**src/rtl/regfile_wb_arbiter.sv**
```systemverilog
// ---------------------------------------------------------------------------
// regfile_wb_arbiter
//
// Shares the register file's single write port between NUM_REQ writeback
// requesters (e.g. ALU, mult/div, load return) using round-robin arbitration
// with per-requester valid/ready handshakes. The winning request is
// registered and drives the write port one cycle after acceptance. Writes
// that target r0 are accepted but never enable the write port.
//
// Ports:
//   clock            in   system clock
//   ctrl_reset       in   asynchronous, active-high reset
//   req_valid        in   [NUM_REQ]         per-requester request valid
//   req_reg          in   [NUM_REQ*ADDR_W]  destination, slice i = [i*ADDR_W +: ADDR_W]
//   req_data         in   [NUM_REQ*DATA_W]  write data,  slice i = [i*DATA_W +: DATA_W]
//   req_ready        out  [NUM_REQ]         accept, one-hot or zero (combinational)
//   wb_hold          in   blocks any new acceptance
//   ctrl_writeEnable out  regfile write enable
//   ctrl_writeReg    out  [ADDR_W]  regfile write index
//   data_writeReg    out  [DATA_W]  regfile write data
//   grant_id         out  [3]       requester accepted in the previous cycle
//   grant_valid      out  grant_id is meaningful
// ---------------------------------------------------------------------------
module regfile_wb_arbiter #(
    parameter int NUM_REQ = 3,
    parameter int DATA_W  = 32,
    parameter int ADDR_W  = 5
) (
    input  logic                      clock,
    input  logic                      ctrl_reset,
    input  logic [NUM_REQ-1:0]        req_valid,
    input  logic [NUM_REQ*ADDR_W-1:0] req_reg,
    input  logic [NUM_REQ*DATA_W-1:0] req_data,
    output logic [NUM_REQ-1:0]        req_ready,
    input  logic                      wb_hold,
    output logic                      ctrl_writeEnable,
    output logic [ADDR_W-1:0]         ctrl_writeReg,
    output logic [DATA_W-1:0]         data_writeReg,
    output logic [2:0]                grant_id,
    output logic                      grant_valid
);

    // Round-robin pointer: the requester with highest priority this cycle.
    logic [2:0]        rr_ptr_q, rr_ptr_d;

    logic              we_q;
    logic [ADDR_W-1:0] wreg_q;
    logic [DATA_W-1:0] wdata_q;
    logic [2:0]        grant_id_q;
    logic              grant_valid_q;

    // Arbitration result for the current cycle.
    logic              grant_found;
    logic [2:0]        grant_idx;
    logic [ADDR_W-1:0] sel_reg;
    logic [DATA_W-1:0] sel_data;
    int                scan_pos;

    // Scan rr_ptr, rr_ptr+1, ... (mod NUM_REQ) and take the first valid one.
    always_comb begin
        // NOTE: every variable gets a default before any conditional
        // assignment so no path leaves it unassigned and no latch is inferred.
        grant_found = 1'b0;
        grant_idx   = '0;
        sel_reg     = '0;
        sel_data    = '0;
        scan_pos    = 0;
        if (!wb_hold) begin
            for (int k = 0; k < NUM_REQ; k++) begin
                scan_pos = int'(rr_ptr_q) + k;
                if (scan_pos >= NUM_REQ) begin
                    scan_pos = scan_pos - NUM_REQ;
                end
                for (int i = 0; i < NUM_REQ; i++) begin
                    if (!grant_found && (i == scan_pos) && req_valid[i]) begin
                        grant_found = 1'b1;
                        grant_idx   = 3'(i);
                        sel_reg     = req_reg[i*ADDR_W +: ADDR_W];
                        sel_data    = req_data[i*DATA_W +: DATA_W];
                    end
                end
            end
        end
    end

    always_comb begin
        req_ready = '0;
        for (int i = 0; i < NUM_REQ; i++) begin
            req_ready[i] = grant_found && (grant_idx == 3'(i));
        end
    end

    // Pointer moves just past the winner; it holds when nothing transfers.
    always_comb begin
        rr_ptr_d = rr_ptr_q;
        if (grant_found) begin
            rr_ptr_d = (grant_idx == 3'(NUM_REQ - 1)) ? 3'd0 : grant_idx + 3'd1;
        end
    end

    always_ff @(posedge clock or posedge ctrl_reset) begin
        if (ctrl_reset) begin
            rr_ptr_q      <= '0;
            we_q          <= 1'b0;
            wreg_q        <= '0;
            wdata_q       <= '0;
            grant_id_q    <= '0;
            grant_valid_q <= 1'b0;
        end else begin
            // NOTE: non-blocking assignments so every register samples the
            // pre-edge values regardless of statement order.
            rr_ptr_q      <= rr_ptr_d;
            we_q          <= grant_found && (sel_reg != '0);
            grant_valid_q <= grant_found;
            // Index/data hold when idle; they are don't-care with the enable low.
            if (grant_found) begin
                wreg_q     <= sel_reg;
                wdata_q    <= sel_data;
                grant_id_q <= grant_idx;
            end
        end
    end

    assign ctrl_writeEnable = we_q;
    assign ctrl_writeReg    = wreg_q;
    assign data_writeReg    = wdata_q;
    assign grant_id         = grant_id_q;
    assign grant_valid      = grant_valid_q;

endmodule

```
**config.mk**
```make
export PLATFORM = sky130hd
export DESIGN_NAME = regfile_wb_arbiter
export DESIGN_NICKNAME = d
export VERILOG_FILES = /design/src/rtl/regfile_wb_arbiter.sv
export SDC_FILE = /design/constraint.sdc
export NUM_CORES = 1
export LEC_CHECK = 0
export ABC_AREA = 1
export CORE_UTILIZATION = 40
export CTS_BUF_LIST = sky130_fd_sc_hd__clkbuf_4
export DETAILED_ROUTE_END_ITERATION = 10
export GPL_TIMING_DRIVEN = 1
export PLACE_DENSITY = 0.8
export SLEW_MARGIN = 10
export SYNTH_ARGS = -nofsm -noshare
export SYNTH_HDL_FRONTEND = slang
export SYNTH_SLANG_ARGS = --single-unit
export TNS_END_PERCENT = 1
```
**constraint.sdc**
```tcl
create_clock -name clock -period 4.25 [get_ports clock]
set_input_delay 0.85 -clock clock [delete_from_list [all_inputs] [get_ports clock]]
set_output_delay 0.85 -clock clock [all_outputs]
set_load 0.01 [all_outputs]
```
Word level (Yosys, flattened, before mapping)
Index checks and enable logic that the tools add are counted.
{ "op_classes": {"addsub": 6, "reduce_logical": 34, "magnitude_cmp": 3, "mux": 54, "n_eq_ne": 8} }
{ "op_table": {"columns": ["op", "count"], "rows": [
  ["32-bit two-way mux", 16],
  ["2-bit by 32-bit equality test with 1-bit output, first input constant", 3],
  ["3-bit by 32-bit equality test with 1-bit output, first input constant", 3],
  ["32-bit zero test", 3],
  ["5-bit two-way mux", 10],
  ["3-bit two-way mux", 9],
  ["1-bit logical AND", 21],
  ["1-bit two-way mux", 19],
  ["4-bit by 2-bit subtractor with 5-bit output, second input constant", 2],
  ["4-bit by 2-bit >= comparator with 1-bit output, second input constant", 2],
  ["1-bit zero test", 8],
  ["5-bit nonzero test", 1],
  ["3-bit by 1-bit adder with 4-bit output, second input constant", 1],
  ["3-bit by 2-bit adder with 4-bit output, second input constant", 1],
  ["3-bit by 2-bit subtractor with 4-bit output, second input constant", 1],
  ["3-bit by 1-bit adder with 3-bit output, second input constant", 1],
  ["3-bit by 1-bit equality test with 1-bit output, second input constant", 1],
  ["3-bit by 2-bit equality test with 1-bit output, second input constant", 1],
  ["3-bit by 2-bit >= comparator with 1-bit output, second input constant", 1],
  ["3-bit zero test", 1]
]} }
{ "totals": {"in_bits": 117, "output_inout_bits": 45, "wordCells": 111, "reg_bits": 45} }

Logic depth before layout (Yosys ltp)
Gate-level depths: netlist of run 1.
{ "logic_depth": {"ltp_word": 49, "mapped_depth": 22, "ltp_nobuf": 21} }

Least setup slack after synthesis of run 1
No wires, ideal clock.
{ "synth_path": {"kind": "register to output", "start": "register rr_ptr_q[0]", "end": "output req_ready[0]", "required_ns": 3.400, "setup_slack_ns": 0.973, "n_path_buf": 2, "arrival_time_ns": 2.427, "path_stages_with_launch": 17, "cell_sequence": "dfrtp_1 buf_6 inv_6 ha_1 o21ai_2 nor2_1 nand2_4 nand3_2 nor2_4 nand3_4 nor2_8 nand2_1 nand3_2 buf_4 nand2_1 nand3_1 inv_1"} }
{ "synth_between": {"elab_chain_len": 49, "word_cells_on_any_way": 77, "classes_between": "5 x add/sub; 3 x order compare; 6 x eq/ne; 33 x mux; 30 x reduce/logical"} }
{ "synth_rtl": {"columns": ["item", "line_no", "rtl"], "rows": [
  ["from (decl)", "44", "logic [2:0] rr_ptr_q, rr_ptr_d;"],
  ["from (signal assigned)", "112", "rr_ptr_q <= rr_ptr_d;"],
  ["3-bit by 2-bit subtractor with 4-bit output / 3-bit by 2-bit >= comparator with 1-bit output (equally long branches)", "72, 71", null],
  ["32-bit two-way mux", "71", "if (scan_pos >= NUM_REQ) begin"],
  ["32-bit two-way mux", "68", "if (!wb_hold) begin"],
  ["32-bit zero test", "75", "if (!grant_found && (i == scan_pos) && req_valid[i]) begin"],
  ["1-bit logical AND", "75", null],
  ["1-bit two-way mux", "75", null],
  ["1-bit two-way mux", "68", null],
  ["1-bit zero test", "75", null],
  ["(+32 left out)", null, null],
  ["1-bit two-way mux", "75", null],
  ["1-bit two-way mux", "68", null],
  ["1-bit zero test", "75", null],
  ["1-bit logical AND (2 in a row)", "75", null],
  ["3-bit two-way mux", "75", null],
  ["3-bit two-way mux", "68", null],
  ["3-bit zero test", "89", "req_ready[i] = grant_found && (grant_idx == 3'(i));"],
  ["1-bit logical AND (*)", "89", null],
  ["to (decl)", "34", "output logic [NUM_REQ-1:0] req_ready,"]
]} }
Mark *: on every way between the ends. The rest lies on a longest branch, timed or not. The select of a mux whose other input is x is not followed.

Worst setup path after layout of run 1
{ "layout_path": {"start": "register rr_ptr_q[0]", "end": "output req_ready[2]"} }
{ "layout_between": {"elab_chain_len": 49, "word_cells_on_any_way": 77, "classes_between": "5 x add/sub; 3 x order compare; 7 x eq/ne; 33 x mux; 29 x reduce/logical"} }
{ "layout_rtl": {"columns": ["item", "line_no"], "rows": [
  ["3-bit by 2-bit subtractor with 4-bit output / 3-bit by 2-bit >= comparator with 1-bit output (equally long branches)", "72, 71"],
  ["32-bit two-way mux", "71"],
  ["32-bit two-way mux", "68"],
  ["32-bit zero test", "75"],
  ["1-bit logical AND", "75"],
  ["1-bit two-way mux", "75"],
  ["1-bit two-way mux", "68"],
  ["1-bit zero test", "75"],
  ["(+32 left out)", null],
  ["1-bit two-way mux", "75"],
  ["1-bit two-way mux", "68"],
  ["1-bit zero test", "75"],
  ["1-bit logical AND (2 in a row)", "75"],
  ["3-bit two-way mux", "75"],
  ["3-bit two-way mux", "68"],
  ["3-bit by 2-bit equality test with 1-bit output", "89"],
  ["1-bit logical AND (*)", "89"]
]} }
Marks and branches as above.

==> flow_metrics.env, run 1 <==
export IMPL_fp_row_count=32
export IMPL_slew_headroom=0.395
export IMPL_cp_arrival_ns=3.16
export IMPL_htree_levels=2
export IMPL_synthTopCellsByArea="dfrtp_1 (33%), nand2_1 (14%), a21oi_1 (7.1%)"
export IMPL_root_buffer="clkbuf_4"
export IMPL_timing_critical_path_to_type="primary output"
export IMPL_placeableCoreArea_sq_mm=0.00785
export IMPL_grt_pass1_wl_mm=16.8
export IMPL_nNetsFinal=733
export IMPL_die_y_um=92.8
export IMPL_ys_seq_elements=44
export IMPL_critPathLaunchType="register"
export IMPL_status="finished clean"
export IMPL_crit_slowest_cell="clkdlybuf4s50_1"
export IMPL_cts_tree="done"
export IMPL_portBuffers=160
export IMPL_syn_area_per_cell_sq_um=7.42
export IMPL_post_drt_via_cell_ratio=5.09
export IMPL_cts_made_buffers=5
export IMPL_setup_violations=0
export IMPL_crit_type="register to primary output"
export IMPL_period_minus_slack_ns=4.01
export IMPL_area_growth_pct=54.6
export IMPL_io_pins=162
export IMPL_syn_area_sq_mm=0.00329
export IMPL_min_delay_path_class="register to register"
export IMPL_routed_wl_mm=10.5
export IMPL_maxCapViolCount=0
export IMPL_post_route_util=0.649
export IMPL_antenna_found_initial=0
export IMPL_synth_seq_area_share=0.334
export IMPL_cts_sinks=44
export IMPL_drt_pass1_iterations=4
export IMPL_routedWlPerCell_um=14.9
export IMPL_rsz0062_at_grt="yes"
export IMPL_path_cells="ha_1, inv_1, ha_4, nand2_1, nand3_1, nor2_4, nand2_1, nand3_2, nor2_4, nand3_4, nor2_8, nand3_4, nand2_4, inv_2, nor2_8, clkdlybuf4s50_1"
export IMPL_netlist_instances=444
export IMPL_synthDistinctLibCells=34
export IMPL_slew_violations=0
export IMPL_die_area_sq_mm=0.00860
export IMPL_cts_hold_buf=0
export IMPL_yosysWarnings=0
export IMPL_finalCritPeriodShare=0.945
export IMPL_drc=0
export IMPL_grt_pass1_vias=3508
export IMPL_grt_max_degree=45
export IMPL_gp_congestion=0.915
export IMPL_vdd_drop_max_v=0.000501
export IMPL_max_stage_delay_ns=0.58
export IMPL_worst_path_buf_inv=3
export IMPL_start_util=0.420
export IMPL_path_max_fanout=9
export IMPL_tns_ns=0
export IMPL_finClkSkew_ns=0.00754
export IMPL_required_ns=3.40
export IMPL_drive_gt1_frac=0.122
export IMPL_fmax_mhz=249
export IMPL_powerDensity_mw_per_mm2=823
export IMPL_worstMarginPinSlew_ns=0.908
export IMPL_synth_top_area_cell="dfrtp_1"
export IMPL_drt_initial_drc_count=150
export IMPL_grt_overflow_total=0
export IMPL_clk_pin_slew_ns=0.12
export IMPL_grt_use_total=0.246
export IMPL_ant_nets=0
export IMPL_critPathTopFamily="simple AND/OR/NAND/NOR gates"
export IMPL_syn_num_nets=571
export IMPL_cts_buffer_depth=2
export IMPL_p_total_w=0.00419
export IMPL_vias=3596
export IMPL_diodes=0
export IMPL_p_leak_nw=2.43
export IMPL_dp_hpwl_mm=8.30
export IMPL_finalHoldViolCount=0
export IMPL_netlist_area_leader_share=0.334
export IMPL_die_w_um=92.8
export IMPL_clk_latency_ns=0.34
[cell usage in the layout, fill, tap and decap left out, types with 2 or more instances in the layout]
master / instances
nor2_8: 2
a21oi_1: 47
o21ai_1: 3
nand3_1: 34
nand2_1: 119
dlymetal6s2s_1: 2
a22o_1: 12
nand2_2: 13
buf_4: 14
dfrtp_1: 43
inv_1: 38
nand2_4: 2
nand3_4: 2
nand4_1: 5
o21ai_2: 2
nand3_2: 12
o21ai_0: 5
nor2_1: 33
a22oi_1: 20
inv_2: 7
nor2_4: 3
ha_4: 2
ha_1: 8
nor2_2: 3
clkdlybuf4s50_1: 158
clkbuf_4: 5
[stage by stage]
step	area [sq um]	cells	setup WS (ns)	hold slack, ns
3_3_place_gp	4960	699	0.222	0.464
5_1_grt	5090	707	-0.0179	0.530
6_report	5090	707	0.235	0.486
4_1_cts	5050	705	0.0333	0.495
2_1_floorplan	3290	444	0.973	0.506
3_5_place_dp	4960	699	0.127	0.465
[final timing paths]
kind                             start                end  slack, ns  cells past startpoint
setup / recovery           rr_ptr_q[0]       req_ready[2]       0.24                     16
hold / removal             grant_id[0]        grant_id[0]       0.49                      2
setup reg to reg           rr_ptr_q[0]   data_writeReg[6]       1.39                     16
hold reg to reg            grant_id[0]        grant_id[0]       0.49                      2
max in group asynchronous   ctrl_reset        rr_ptr_q[0]       2.64                      2
min in group asynchronous   ctrl_reset  data_writeReg[27]       1.00                      2
[state kept, by name, indices dropped and copies added (netlist names)]
name / count
ctrl_writeEnable: 1
ctrl_writeReg: 5
data_writeReg: 32
grant_id: 2
grant_valid: 1
rr_ptr_q: 3
[worst min-delay path, delay by kind of cell (launching register included)]
kind	cells	cell delay, ns
simple gates	2	0.10
flops	1	0.36
[cell families after synthesis]
family	share of synthesized area
buffers and inverters	0.0995
and+or+nand+nor	0.341
other	0.00114
AOI/OAI and AO/OA	0.179
adders and majority gates	0.0380
xor gates and xnor gates	0.00760
DFF	0.334
[routing by layer]
layer	share of wire	track usage
met5	0	0
met3	0.056	0.0558
met4	0.020	0.0641
met1	0.41	0.298
met2	0.52	0.438
[power breakdown]
part | total (W) | internal [W] | leakage, nW | switching [W]
Combinational | 0.00320 | 0.00134 | 1.86 | 0.00186
Clock | 0.000245 | 0.000118 | 0.0371 | 0.000127
Sequential | 0.000748 | 0.000645 | 0.534 | 0.000103
[cell type report]
type | instances | area (sq um)
flip-flops and latches | 44 | 1100
multi-input cells | 335 | 1910
fillers | 693 | 2750
clock buffers | 5 | 37.5
inverters | 46 | 178
clock inverters | 1 | 30.0
well taps | 102 | 128
repair buffers | 174 | 1710
[synthesized netlist by cell type, drive strengths merged]
library cell and n:
nand2 134, a21oi 48, nand3 48, inv 46, dfrtp 44, nor2 41, a22oi 20, buf 19
a22o 12, o21ai 11, ha 10, nand4 5, xor2 2, conb 1, nor3 1, o211ai 1
o21bai 1
[repair_timing]
action,CTS,global route
buffers inserted,0,2
pin swaps,0,2
hold endpoints to repair,0,0
endpoints found under the setup margin,2,3
resized for setup,4,7
Power figures use the tool's default switching activity.
==> run 2, diff against run 1 <==
Settings changed: HOLD_SLACK_MARGIN set to 0.15.
==> results of run 2 <==
No change in the layout: final DEF, timing and power equal those of run 1.
==> run 3, diff against run 2 <==
Settings changed: RECOVER_POWER set to 100.
==> flow_metrics.env, run 3 (synthesis gave the netlist of run 1 again) <==
export IMPL_critPathLaunchType="register"
export IMPL_post_drt_via_cell_ratio=5.06
export IMPL_p_total_w=0.00412
export IMPL_die_w_um=92.8
export IMPL_vdd_drop_max_v=0.000487
export IMPL_htree_levels=2
export IMPL_area_growth_pct=54.5
export IMPL_tns_ns=0
export IMPL_max_stage_delay_ns=0.58
export IMPL_finClkSkew_ns=0.00690
export IMPL_cp_depth=16
export IMPL_cp_arrival_ns=3.17
export IMPL_crit_type="register to primary output"
export IMPL_grt_pass1_wl_mm=16.8
export IMPL_period_minus_slack_ns=4.02
export IMPL_worstMarginPinSlew_ns=1.63
export IMPL_finalHoldViolCount=0
export IMPL_endpoint="req_ready[2]"
export IMPL_ant_nets=0
export IMPL_slew_violations=45
export IMPL_path_cells="ha_1, inv_1, ha_4, nand2_1, nand3_1, nor2_4, nand2_1, nand3_2, nor2_4, nand3_4, nor2_8, nand3_4, nand2_4, inv_2, nor2_8, clkdlybuf4s50_1"
export IMPL_violations="capacitance limit, slew limit"
export IMPL_finalCritPeriodShare=0.945
export IMPL_crit_reg2reg_capture="data_writeReg[6]"
export IMPL_nNetsFinal=733
export IMPL_die_area_sq_mm=0.00860
export IMPL_start_util=0.420
export IMPL_drt_initial_drc_count=156
export IMPL_grt_pass1_vias=3508
export IMPL_root_buffer="clkbuf_4"
export IMPL_grt_max_degree=45
export IMPL_drc=0
export IMPL_placed_area_sq_mm=0.00496
export IMPL_worst_path_buf_inv=3
export IMPL_dp_hpwl_mm=8.30
export IMPL_critical_path_startpoint="rr_ptr_q[0]"
export IMPL_vias=3579
export IMPL_antenna_found_initial=0
export IMPL_setup_violations=0
export IMPL_fmax_mhz=249
export IMPL_layout_commonest_cell="nand2_1"
export IMPL_p_leak_nw=2.47
export IMPL_path_max_fanout=9
export IMPL_worst_r2r_setup_slack_ns=0.85
export IMPL_powerDensity_mw_per_mm2=809
export IMPL_status="finished, violations left"
export IMPL_min_path_cells=2
export IMPL_crit_slowest_cell="clkdlybuf4s50_1"
export IMPL_gp_congestion=0.915
export IMPL_die_y_um=92.8
export IMPL_clk_pin_slew_ns=0.12
export IMPL_cts_made_buffers=5
export IMPL_cts_sinks=44
export IMPL_min_delay_path_class="register to register"
export IMPL_drt_pass1_iterations=5
export IMPL_r2r_start="rr_ptr_q[1]"
export IMPL_rsz0062_at_grt="yes"
export IMPL_final_design_area_no_fill_sq_mm=0.00509
export IMPL_maxCapViolCount=1
export IMPL_fp_row_count=32
export IMPL_drive_gt1_frac=0.119
export IMPL_r2r_worst_path_cells=14
export IMPL_routedWlPerCell_um=14.9
export IMPL_cts_buffer_depth=2
export IMPL_required_ns=3.40
export IMPL_critPathTopFamily="simple AND/OR/NAND/NOR gates"
export IMPL_grt_use_total=0.246
export IMPL_io_pins=162
export IMPL_grt_overflow_total=0
export IMPL_diodes=0
export IMPL_routed_wl_mm=10.5
export IMPL_post_route_util=0.649
export IMPL_clk_latency_ns=0.34
export IMPL_slew_headroom=-0.0894
export IMPL_cts_tree="done"
export IMPL_timing_critical_path_to_type="primary output"
export IMPL_portBuffers=160
export IMPL_largest_register_ffs=32
export IMPL_most_common_layout_cells="nand2_1 (119), clkdlybuf4s50_1 (116), a21oi_1 (47)"
export IMPL_placeableCoreArea_sq_mm=0.00785
export IMPL_num_fill_cells=693
-- run 3: changes by cell type in the layout (fill, tap and decap cells not counted) --
cell	previous run	this run
buf_4	14	13
inv_1	38	39
inv_2	7	6
clkdlybuf4s50_1	158	116
dlygate4sd3_1	0	42
clkbuf_1	0	1
-- run 3: worst min path at each step --
stage                                 from          endpoint  slack (ns)
after floorplan                grant_id[0]       grant_id[0]        0.51
after global placement    ctrl_writeReg[4]  ctrl_writeReg[4]        0.46
after detailed placement       grant_id[0]       grant_id[0]        0.47
after CTS                      grant_id[0]       grant_id[0]        0.49
after global routing           grant_id[0]       grant_id[0]        0.53
final                          grant_id[0]       grant_id[0]        0.48
-- run 3: area by class of cell --
| class | count | area, sq um | area share |
|---|---|---|---|
| Inverter | 46 | 178 | 0.0349 |
| Tap cell | 102 | 128 | 0.0251 |
| Multi-Input combinational cell | 335 | 1910 | 0.375 |
| Clock inverter | 1 | 30.0 | 0.00590 |
| Timing Repair Buffer | 174 | 1710 | 0.336 |
| Sequential cell | 44 | 1100 | 0.217 |
| Clock buffer | 5 | 37.5 | 0.00737 |
-- run 3: routing by layer --
| metal | track usage | share of wire |
|---|---|---|
| met1 | 0.298 | 0.41 |
| met2 | 0.438 | 0.52 |
| met3 | 0.0558 | 0.056 |
| met4 | 0.0641 | 0.020 |
| met5 | 0 | 0 |
-- run 3: what timing repair did --
item	CTS	global route
hold endpoints to repair	0	0
setup endpoints to repair	2	3
pin swaps	0	2
hold buffers	0	0
resized for setup	4	7
setup buffers	0	2
-- run 3: power by group --
group,switching [W],internal [W]
registers,0.0000940,0.000645
clock network,0.000126,0.000118
logic,0.00187,0.00127
total,0.00209,0.00203
-- run 3: through the flow --
stage,setup WS (ns),hold WS [ns],std cells
final,0.234,0.482,707
after floorplan,0.973,0.506,444
after global routing,-0.0179,0.525,707
after detailed placement,0.127,0.465,699
after CTS,0.0333,0.495,705
after global placement,0.222,0.464,699
-- run 3: tightest hold or removal path, cell delays in order (launching register included) --
cell	delay [ns]
dfrtp_1	0.36
nand2_1	0.05
nand2_1	0.05
